--- config.mk ---
export PLATFORM = sky130hd
export DESIGN_NAME = morphle_cfg_loader
export DESIGN_NICKNAME = d
export VERILOG_FILES = /design/src/rtl/morphle_cfg_pkg.sv /design/src/rtl/morphle_cfg_fifo.sv /design/src/rtl/morphle_cfg_loader.sv
export SDC_FILE = /design/constraint.sdc
export NUM_CORES = 1
export LEC_CHECK = 0
export BUFFER_PORTS_ARGS = -buffer_cell sky130_fd_sc_hd__clkbuf_2
export CAP_MARGIN = 20
export CORE_ASPECT_RATIO = 1.25
export CORE_UTILIZATION = 49
export DETAILED_ROUTE_END_ITERATION = 12
export PLACE_DENSITY = 0.76
export REMOVE_ABC_BUFFERS = 1
export SYNTH_ARGS = -nofsm -noshare
export SYNTH_HDL_FRONTEND = slang
export SYNTH_SLANG_ARGS = --single-unit
--- constraint.sdc ---
create_clock -name wb_clk_i -period 2.7 [get_ports wb_clk_i]
set_input_delay 0.135 -clock wb_clk_i [delete_from_list [all_inputs] [get_ports wb_clk_i]]
set_output_delay 0.135 -clock wb_clk_i [all_outputs]
set_load 0.005 [all_outputs]
--- src/rtl/morphle_cfg_pkg.sv ---
// morphle_cfg_pkg: register map, control/status bit positions and loader FSM states
package morphle_cfg_pkg;
  localparam logic [2:0] A_CTRL   = 3'd0;
  localparam logic [2:0] A_STATUS = 3'd1;
  localparam logic [2:0] A_CBIT   = 3'd2;
  localparam logic [2:0] A_CAPT   = 3'd3;
  localparam logic [2:0] A_UIN    = 3'd4;
  localparam logic [2:0] A_UOUT   = 3'd5;
  localparam int C_BLK    = 0;
  localparam int C_FLUSH  = 1;
  localparam int C_CLROVF = 2;
  localparam int ST_BUSY  = 0;
  localparam int ST_FULL  = 1;
  localparam int ST_EMPTY = 2;
  localparam int ST_LVL   = 3;
  localparam int ST_OVF   = 6;
  typedef enum logic [1:0] {IDLE, SETUP, HIGH, HOLD} state_t;
endpackage

--- src/rtl/morphle_cfg_fifo.sv ---
// morphle_cfg_fifo: synchronous FIFO of pending configuration words
module morphle_cfg_fifo #(
  parameter int W     = 16,
  parameter int DEPTH = 4
) (
  input  logic                     i_clk,
  input  logic                     i_rst_n,
  input  logic                     i_push,
  input  logic                     i_pop,
  input  logic                     i_flush,
  input  logic [W-1:0]             i_din,
  output logic [W-1:0]             o_head,
  output logic [W-1:0]             o_next,
  output logic                     o_full,
  output logic                     o_empty,
  output logic [$clog2(DEPTH):0]   o_level
);
  localparam int AW = $clog2(DEPTH);
  logic [W-1:0] r_mem [DEPTH];
  logic [AW:0] r_wp, r_rp, w_rn;
  logic w_push, w_pop;
  assign o_level = r_wp - r_rp;
  assign o_empty = o_level == '0;
  assign o_full  = o_level == (AW+1)'(DEPTH);
  assign w_pop   = i_pop & ~o_empty;
  // a pop in the same cycle frees the slot a full-FIFO push needs
  assign w_push  = i_push & (~o_full | w_pop);
  assign w_rn    = r_rp + 1'b1;
  assign o_head  = r_mem[r_rp[AW-1:0]];
  assign o_next  = r_mem[w_rn[AW-1:0]];
  always_ff @(posedge i_clk or negedge i_rst_n)
    if (!i_rst_n) begin
      r_wp <= '0;
      r_rp <= '0;
    end else if (i_flush) begin
      r_wp <= '0;
      r_rp <= '0;
    end else begin
      if (w_push) r_wp <= r_wp + 1'b1;
      if (w_pop) r_rp <= r_rp + 1'b1;
    end
  always_ff @(posedge i_clk)
    if (w_push && !i_flush) r_mem[r_wp[AW-1:0]] <= i_din;
endmodule

--- src/rtl/morphle_cfg_loader.sv ---
// morphle_cfg_loader: Wishbone-driven confclk/cbitin sequencer and I/O window for a Morphle yblock
module morphle_cfg_loader
  import morphle_cfg_pkg::*;
#(
  parameter int BLOCKWIDTH = 16,
  parameter int FIFO_DEPTH = 4,
  parameter int SETUP_CYC  = 2,
  parameter int HIGH_CYC   = 2,
  parameter int HOLD_CYC   = 2
) (
  input  logic                    wb_clk_i,
  input  logic                    wb_rst_ni,
  input  logic                    wbs_stb_i,
  input  logic                    wbs_cyc_i,
  input  logic                    wbs_we_i,
  input  logic [3:0]              wbs_sel_i,
  input  logic [31:0]             wbs_dat_i,
  input  logic [31:0]             wbs_adr_i,
  output logic                    wbs_ack_o,
  output logic [31:0]             wbs_dat_o,
  output logic                    fab_reset,
  output logic                    confclk,
  output logic [BLOCKWIDTH-1:0]   cbitin,
  input  logic [BLOCKWIDTH-1:0]   cbitout,
  output logic [2*BLOCKWIDTH-1:0] uin,
  input  logic [2*BLOCKWIDTH-1:0] uout
);
  localparam int AW = $clog2(FIFO_DEPTH);
  state_t r_st, w_nxt;
  logic [7:0] r_tmr, w_ld;
  logic r_ack, r_blk, r_ovf, r_conf;
  logic [31:0] r_dat, r_uin, r_uout, w_rdata;
  logic [15:0] r_capt, r_cnt;
  logic [BLOCKWIDTH-1:0] r_cbit, w_head, w_next;
  logic w_acc, w_wr, w_wr_ctrl, w_push, w_pop, w_done, w_abort, w_flush, w_clr, w_full, w_empty, w_busy;
  logic [AW:0] w_lvl;
  logic w_unused;
  assign w_unused  = ^{wbs_adr_i[31:5], wbs_adr_i[1:0]};
  assign w_acc     = wbs_cyc_i & wbs_stb_i & ~r_ack;
  assign w_wr      = w_acc & wbs_we_i;
  assign w_wr_ctrl = w_wr & (wbs_adr_i[4:2] == A_CTRL);
  assign w_flush   = w_wr_ctrl & wbs_dat_i[C_FLUSH];
  assign w_clr     = w_wr_ctrl & wbs_dat_i[C_CLROVF];
  assign w_abort   = w_wr_ctrl & (wbs_dat_i[C_BLK] | wbs_dat_i[C_FLUSH]);
  assign w_push    = w_wr & (wbs_adr_i[4:2] == A_CBIT) & (wbs_sel_i[1:0] == 2'b11);
  assign w_busy    = r_st != IDLE;
  // an abort drops the in-flight word so only untouched entries survive
  assign w_pop     = w_done | (w_abort & w_busy);
  assign w_ld      = (w_nxt == SETUP) ? 8'(SETUP_CYC-1) : (w_nxt == HIGH) ? 8'(HIGH_CYC-1) : 8'(HOLD_CYC-1);
  assign wbs_ack_o = r_ack;
  assign wbs_dat_o = r_dat;
  assign fab_reset = r_blk;
  assign confclk   = r_conf;
  assign cbitin    = r_cbit;
  assign uin       = (2*BLOCKWIDTH)'(r_uin);
  morphle_cfg_fifo #(.W(BLOCKWIDTH), .DEPTH(FIFO_DEPTH)) u_fifo (
    .i_clk(wb_clk_i), .i_rst_n(wb_rst_ni), .i_push(w_push), .i_pop(w_pop), .i_flush(w_flush),
    .i_din(wbs_dat_i[BLOCKWIDTH-1:0]), .o_head(w_head), .o_next(w_next),
    .o_full(w_full), .o_empty(w_empty), .o_level(w_lvl)
  );
  always_comb begin
    w_nxt  = r_st;
    w_done = 1'b0;
    case (r_st)
      IDLE:  w_nxt = (!w_empty && !r_blk) ? SETUP : IDLE;
      SETUP: w_nxt = (r_tmr == '0) ? HIGH : SETUP;
      HIGH:  w_nxt = (r_tmr == '0) ? HOLD : HIGH;
      HOLD: begin
        w_done = r_tmr == '0;
        w_nxt  = !w_done ? HOLD : (w_lvl[AW:1] != '0) ? SETUP : IDLE;
      end
      default: w_nxt = IDLE;
    endcase
    if (w_abort) begin
      w_nxt  = IDLE;
      w_done = 1'b0;
    end
  end
  always_ff @(posedge wb_clk_i or negedge wb_rst_ni)
    if (!wb_rst_ni) begin
      r_st   <= IDLE;
      r_tmr  <= '0;
      r_conf <= 1'b0;
      r_cbit <= '0;
      r_capt <= '0;
      r_cnt  <= '0;
    end else begin
      r_st   <= w_nxt;
      r_tmr  <= (w_nxt != r_st) ? w_ld : r_tmr - {7'd0, |r_tmr};
      r_conf <= w_nxt == HIGH;
      // back-to-back words skip IDLE, so the word behind the popped head is loaded
      if (w_nxt == SETUP && r_st != SETUP) r_cbit <= (r_st == HOLD) ? w_next : w_head;
      if (w_done) begin
        r_capt <= 16'(cbitout);
        r_cnt  <= r_cnt + 1'b1;
      end
    end
  always_comb begin
    w_rdata = '0;
    case (wbs_adr_i[4:2])
      A_CTRL: w_rdata[C_BLK] = r_blk;
      A_STATUS: begin
        w_rdata[ST_BUSY]     = w_busy;
        w_rdata[ST_FULL]     = w_full;
        w_rdata[ST_EMPTY]    = w_empty;
        w_rdata[ST_LVL +: 3] = 3'(w_lvl);
        w_rdata[ST_OVF]      = r_ovf;
      end
      A_CAPT:  w_rdata = {r_cnt, r_capt};
      A_UIN:   w_rdata = r_uin;
      A_UOUT:  w_rdata = r_uout;
      default: w_rdata = '0;
    endcase
  end
  always_ff @(posedge wb_clk_i or negedge wb_rst_ni)
    if (!wb_rst_ni) begin
      r_ack  <= 1'b0;
      r_dat  <= '0;
      r_blk  <= 1'b1;
      r_ovf  <= 1'b0;
      r_uin  <= '0;
      r_uout <= '0;
    end else begin
      r_ack  <= wbs_cyc_i & wbs_stb_i & ~r_ack;
      r_dat  <= (w_acc & ~wbs_we_i) ? w_rdata : '0;
      r_uout <= 32'(uout);
      r_ovf  <= (w_push & w_full & ~w_pop) | (r_ovf & ~w_clr);
      if (w_wr_ctrl) r_blk <= wbs_dat_i[C_BLK];
      if (w_wr && wbs_adr_i[4:2] == A_UIN)
        for (int b = 0; b < 4; b++)
          if (wbs_sel_i[b]) r_uin[8*b +: 8] <= wbs_dat_i[8*b +: 8];
    end
endmodule

Word level (Yosys, flattened, before mapping)

Memories as Yosys holds them, arrays and structs flattened.
Index checks and enable logic that the tools add are counted.

$add $sub $neg: 5
Eq/ne operators: 14
Mux-type cells: 21
Bitwise operators: 26
Reductions and logical operators: 20

Operator list:

| kind                    | number |
|---|---|
| $pmux W25 S3            | 1 |
| $mux W32                | 1 |
| $pmux W6 S4             | 1 |
| $add A16 B1 Y16 const B | 1 |
| $and A1 B1 Y1           | 16 |
| $mux W16                | 1 |
| $mux W3                 | 4 |
| $eq A3 B3 Y1 const B    | 3 |
| $eq A2 B2 Y1 const B    | 4 |
| $logic_not A8 Y1        | 1 |
| $mux W8                 | 1 |
| $pmux W2 S4             | 1 |
| $reduce_and A2 Y1       | 4 |
| $reduce_bool A2 Y1      | 4 |
| $reduce_or A8 Y1        | 1 |
| $sub A8 B1 Y8           | 1 |
| $mux W1                 | 7 |
| $add A3 B1 Y3 const B   | 2 |
| $eq A3 B2 Y1 const B    | 2 |
| $logic_not A3 Y1        | 2 |
| $mux W2                 | 3 |
| $not A1 Y1              | 6 |
| $pmux W1 S5             | 1 |
| $eq A2 B1 Y1 const B    | 2 |
| 8 further kinds         | 16 |

Flip-flop bits (word level): 164
RAM bits: 64
Input bits: 121
Output and inout bits: 83
Word-level logic and storage cells: 104
Memories kept: 1

Memory list:

| name         | words | bits a word | read ports | clocked after memory_dff | wr ports | line                   | source |
|---|---|---|---|---|---|---|---|
| u_fifo.r_mem | 4     | 16          | 2          | 0                        | 1        | morphle_cfg_fifo.sv:19 | `logic [W-1:0] r_mem [DEPTH];` |

Depth between registers and ports, before layout

Word-level depth: 13
Depth in mapped cells: 10
Gate-level depth less buffers: 9

Hierarchy

A second synthesis with hierarchy kept.

Cells, all modules: 673
Area, all modules: 9857.0 sq um

By module, submodules not included:

| module             | times used | cells each | area an instance (sq um) | sequential area each (sq um) |
|---|---|---|---|---|
| morphle_cfg_loader | 1          | 518        | 6656.4                   | 3955.0 |
| morphle_cfg_fifo   | 1          | 155        | 3200.6                   | 2072.0 |

Worst setup path before layout

OpenSTA, ideal clock, no wires.

Kind: register to register
From: reg u_fifo.r_wp[0]
To: mem u_fifo.r_mem[3][0], enable pin
Setup time: 0.403 ns
Arrival: 2.389 ns
Required time: 2.297 ns
Path slack: -0.092 ns
Cell stages (with the launch flop): 7
Buffers on the path: 0
Period minus slack after synthesis: 2.792 ns
Cell sequence: dfrtp_1 inv_1 ha_1 fa_1 xor3_2 nor2b_1 a31oi_1

Word-level cells in the longest chain between the ends: 9
Elaborated cells on any way between the ends: 11
Those cells by class: add/sub: 1; eq/ne: 1; mux: 2; bitwise: 5; reduce/logical: 2

RTL lines:

| what                          | line                   | source |
|---|---|---|
| from (decl)                   | morphle_cfg_fifo.sv:20 | `logic [AW:0] r_wp, r_rp, w_rn;` |
| from (signal assigned)        | morphle_cfg_fifo.sv:39 | `if (w_push) r_wp <= r_wp + 1'b1;` |
| $sub A3 B3 Y3                 | morphle_cfg_fifo.sv:22 | `assign o_level = r_wp - r_rp;` |
| $logic_not A3 Y1              | morphle_cfg_fifo.sv:23 | `assign o_empty = o_level == '0;` |
| $not A1 Y1                    | morphle_cfg_fifo.sv:25 | `assign w_pop = i_pop & ~o_empty;` |
| $and A1 B1 Y1                 | morphle_cfg_fifo.sv:25 |  |
| $or A1 B1 Y1                  | morphle_cfg_fifo.sv:27 | `assign w_push = i_push & (~o_full \| w_pop);` |
| $and A1 B1 Y1                 | morphle_cfg_fifo.sv:27 |  |
| $logic_and A1 B1 Y1           | morphle_cfg_fifo.sv:43 | `if (w_push && !i_flush) r_mem[r_wp[AW-1:0]] <= i_din;` |
| $mux W1                       | morphle_cfg_fifo.sv:43 |  |
| $mux W1 (implied by the code) | morphle_cfg_fifo.sv:43 |  |
| to (decl)                     | morphle_cfg_fifo.sv:19 |  |

Parallel ways exist; a longest one is shown, timed or not.

Worst setup path in the final report

From: reg u_fifo.r_wp[0]
To: mem u_fifo.r_mem[1][8], enable pin

The elaborated chain is that of the path after synthesis.

==> metrics.sh <==
NUMBER_OF_GLOBAL_ROUTE_VIAS_BEFORE_REPAIR=7061
DIEWIDTH_UM=128
SYN-CELL-AREA_MM2=0.00973
CLOCK_PATH_BUFFERS=3
REGAREA_MM2=0.00603
YOSYS.AREA.TOP_TYPE_SHARE_PCT=41.9
CORE_REGION_AREA_MM2=0.0195
NUMBER_OF_FILLER_CELLS_PLACED_IN_THE_LAYOUT=1415
ASYNCSETRESETFLOPFRACSYNTH_PCT=71.9
SYN_INST=658
NETLIST-CELL-TYPE-COUNT=59
YS.FLOP_TYPE='sky130_fd_sc_hd__dfrtp_1'
DRT_ITER0_DRC=360
CRITPATHLAUNCHTYPE='flip-flop'
FINALWIRELENGTH_MM=23.2
FINALNETCOUNT=1076
DR.PASS1.ITERS=6
ROUTED_WIRE_LENGTH_PER_INSTANCE_UM=18.9
CRIT_REQUIRED_NS=2.93
GLOBALROUTEOVERFLOWTOTAL=0
NUMPORTBUFFERS=174
IOS=204
GR-USAGE-ALL-LAYERS_PCT=23.6
VIAS=6597
WORST_SLEW_PIN_SLEW_NS=0.562
DETAILEDPLACEMENTHPWL_MM=15.0
CTS_SINKS=228
CTS_MADE_BUFFERS=24
CRIT_ARRIVAL_NS=2.89
GRT_ANTENNA_BEFORE_REPAIR=0
ROOT_BUFFER='sky130_fd_sc_hd__clkbuf_16'
SHARE_CLK_OF_TOTAL_POWER_PCT=32.9
YOSYSWARNINGCOUNT=0
FP.DIEAREA_MM2=0.0204
MIN-DELAY-PATH-CLASS='in2reg'
CTS-HTREE-LEVELS=1
CLOCK.FMAX_GHz=0.376
SYNTH.MOST_COMMON_CELL='sky130_fd_sc_hd__dfrtp_1'
FLOORPLAN.INITIALDENSITY_PCT=50.0
SEQ_POWER_SHARE_PCT=43.7
CRITICAL_PATH_CLASS='reg2reg'
GP_CONGESTION=0.833
SYNTH-SEQ-CELLS=228
SLEW-LIMIT-HEADROOM_PCT=62.5
POWER.SHARE.SWITCHING_PCT=27.1
GRT_START_MAX_NET_PINS=64
DRCVIOLATIONCOUNT=0
TIMING.CRITICAL_PATH.TO_TYPE='flip-flop'
TIMING.CRITICAL_PATH.FANOUT_MAX=14
FINAL_LAYOUT_SIZE_SUFFIX_GT1_SHARE_PCT=39.4
CELL_INTERNAL_PWR_mW=7.12
LATEST_CLOCK_ARRIVAL_WITHIN_THE_WORST_SKEW_PAIR_NS=0.52
PWR_DENSITY_CELL_mW_PER_MM2=768
POSTCTSSETUPBUFFERS=0
DETAIL_ROUTE.VIAS_PER_CELL=5.38
FP-ROW-COUNT=57
PERIOD_SHARE_PCT=98.6
LEAKAGEPOWER_nW=5.66
MULTI_INPUT_AREA_MM2=0.00353
MAXCAPVIOLCOUNT=0
CTS_TREE='yes'
EDFF_COUNT_SYNTH=64
WORST_SLACK_AT_PLACEMENT_NS=0.104
INSERTEDDIODECOUNT=0
SYNTHDOMINANTAREACELLTYPE='sky130_fd_sc_hd__dfrtp_1'
SETUP_VIOL=0
FP.DIEH_UM=160
WORST_CLOCK_SKEW_NS=0.0100
YOSYS-TOP-CELLS-COUNT='sky130_fd_sc_hd__dfrtp_1, sky130_fd_sc_hd__mux2_2, sky130_fd_sc_hd__nor2_1'
SYNTHESIS.AREA_PER_INSTANCE_UM2=14.8
FINALHOLDWORSTSLACK_NS=0.0632
FINAL_CORE_UTILIZATION_PCT=65.3
SWITCHINGPOWER_mW=2.65
FINAL.MIN_CLOCK_PERIOD_NS=2.66
CLOCK_PIN_SLEW_REPORTED_FOR_THE_WORST_SETUP_AND_HOLD_PATHS_AFTER_CLOCK_TREE_SYNTHESIS_NS=0.06
AREAGROWTHSYNTHTOFINISH_PCT=30.7
IR_WORST_VDD_uV=522
WIRE_LENGTH_OF_THE_FIRST_GLOBAL_ROUTING_PASS_MM=36.9
STATUS='finished clean'
FINAL_HOLD_VIOL_COUNT=0
SYNTH_AREA_LEADERS='sky130_fd_sc_hd__dfrtp_1, sky130_fd_sc_hd__edfxtp_1, sky130_fd_sc_hd__mux2_2'
SEQ_AREA_FRAC_SYNTH_PCT=62.0
POSTLAYOUTSETUPSLACKWORST_NS=0.0390
POWER_FRAC_COMB_PCT=23.4
RSZ0062_AT_GRT='yes'
ROUTE.ANTENNA.REMAINING_NETS=0
FINAL_TNS_SETUP_NS=0
FINALMAXSLEWVIOLATIONS=0
==> logic make-up (layout without fill, tap and decap cells) <==
| group | after synthesis | after routing | synth area share (%) |
|---|---|---|---|
| AO/OA/AOI/OAI | 57 | 57 | 3.94 |
| AND/OR/NAND/NOR | 150 | 150 | 7.68 |
| flip-flops | 228 | 228 | 62.0 |
| multiplexers | 148 | 148 | 21.0 |
| buffers and inverters | 43 | 347 | 1.94 |
| adder cells (fa/ha/maj) | 10 | 10 | 1.36 |
| XOR/XNOR | 22 | 22 | 2.15 |
==> worst max-delay path, stage by stage (launching register included) <==
cell	delay, ns
sky130_fd_sc_hd__dfrtp_1	0.35
sky130_fd_sc_hd__inv_1	0.08
sky130_fd_sc_hd__ha_1	0.20
sky130_fd_sc_hd__fa_1	0.38
sky130_fd_sc_hd__xor3_2	0.30
sky130_fd_sc_hd__nor2b_2	0.22
sky130_fd_sc_hd__a311oi_2	0.39
sky130_fd_sc_hd__and2_1	0.26
sky130_fd_sc_hd__buf_12	0.17
==> through the flow <==
| step | area (um2) | power (mW) | instances |
|---|---|---|---|
| after floorplan | 9590 | 5.72 | 628 |
| after global placement | 11100 | 6.43 | 1101 |
| after detailed placement | 11100 | 6.51 | 1101 |
| after CTS | 12700 | 9.84 | 1226 |
| after global routing | 12700 | 10.2 | 1227 |
| final | 12700 | 9.77 | 1227 |
==> cells in the final DEF (no fill, tap or decap), types with 3 or more instances in the layout <==
master / instances
sky130_fd_sc_hd__nor2_1: 70
sky130_fd_sc_hd__o21ai_0: 3
sky130_fd_sc_hd__and3_1: 8
sky130_fd_sc_hd__clkinv_2: 4
sky130_fd_sc_hd__clkinv_1: 3
sky130_fd_sc_hd__ha_1: 9
sky130_fd_sc_hd__edfxtp_1: 64
sky130_fd_sc_hd__dlygate4sd3_1: 82
sky130_fd_sc_hd__nand2b_1: 5
sky130_fd_sc_hd__xnor2_1: 17
sky130_fd_sc_hd__clkbuf_2: 173
sky130_fd_sc_hd__and2_1: 3
sky130_fd_sc_hd__nand3_1: 5
sky130_fd_sc_hd__nand3b_1: 3
sky130_fd_sc_hd__buf_12: 3
sky130_fd_sc_hd__a21oi_1: 28
sky130_fd_sc_hd__mux2i_1: 29
sky130_fd_sc_hd__clkbuf_16: 24
sky130_fd_sc_hd__buf_4: 31
sky130_fd_sc_hd__mux4_2: 33
sky130_fd_sc_hd__inv_1: 13
sky130_fd_sc_hd__nor3_1: 4
sky130_fd_sc_hd__dfrtp_1: 162
sky130_fd_sc_hd__xor2_1: 4
sky130_fd_sc_hd__clkbuf_1: 5
sky130_fd_sc_hd__nand2_1: 20
sky130_fd_sc_hd__a22oi_1: 4
sky130_fd_sc_hd__a41oi_1: 3
sky130_fd_sc_hd__nor4_1: 4
sky130_fd_sc_hd__mux2_4: 10
sky130_fd_sc_hd__a222oi_1: 3
sky130_fd_sc_hd__nand4_1: 11
sky130_fd_sc_hd__mux2_2: 76
==> metal layers <==
metal / share of wire [%] / global-route usage, % / up-vias
met2: 55 / 42.7 / 197
met5: 0 / 0 / -
met4: 2.9 / 8.13 / 0
met3: 4.6 / 4.20 / 49
li1: - / - / 2993
met1: 38 / 27.9 / 3358
==> cell type report <==
| type | instances | share of cell area, % |
|---|---|---|
| flip-flops and latches | 228 | 47.4 |
| multi-input cells | 387 | 27.8 |
| repair buffers | 291 | 15.8 |
| clock buffers | 31 | 5.09 |
| well taps | 265 | 2.61 |
| clock inverters | 12 | 0.965 |
| inverters | 13 | 0.384 |
==> registers in the layout, indices dropped and copies added (netlist names) <==
name          cells
u_fifo.r_mem     64
r_uout           32
uin              32
wbs_dat_o        32
cbitin           16
r_capt           16
r_cnt            16
r_tmr             8
u_fifo.r_rp       3
u_fifo.r_wp       3
r_st              2
confclk           1
fab_reset         1
r_ovf             1
wbs_ack_o         1
==> final timing paths <==
check / from / endpoint / slack [ns] / cells past startpoint
worst max-delay path: u_fifo.r_wp[0] / u_fifo.r_mem[1][8] / 0.04 / 8
worst min-delay path: wbs_stb_i / wbs_dat_o[0] / 0.06 / 3
worst max register to register: u_fifo.r_wp[0] / u_fifo.r_mem[1][8] / 0.04 / 8
worst min register to register: r_cnt[15] / r_cnt[15] / 0.47 / 1
max in group asynchronous: wb_rst_ni / r_cnt[5] / 1.81 / 3
min in group asynchronous: wb_rst_ni / uin[7] / 0.12 / 2
==> power groups by stage <==
stage	combinational (mW)	sequential [mW]	clock [mW]
floorplan	1.38	4.34	0
global placement	2.12	4.31	0
detailed placement	2.18	4.32	0
CTS	2.30	4.26	3.28
global route	2.49	4.32	3.43
finish	2.28	4.27	3.22
==> timing repair <==
action / 4_1_cts / 5_1_grt
endpoints found under the hold margin: 210 / 0
setup endpoints to repair: 0 / 10
resized for setup: 0 / 2
hold buffers: 82 / 0
Note: power is estimated with default switching activity, not from simulation.
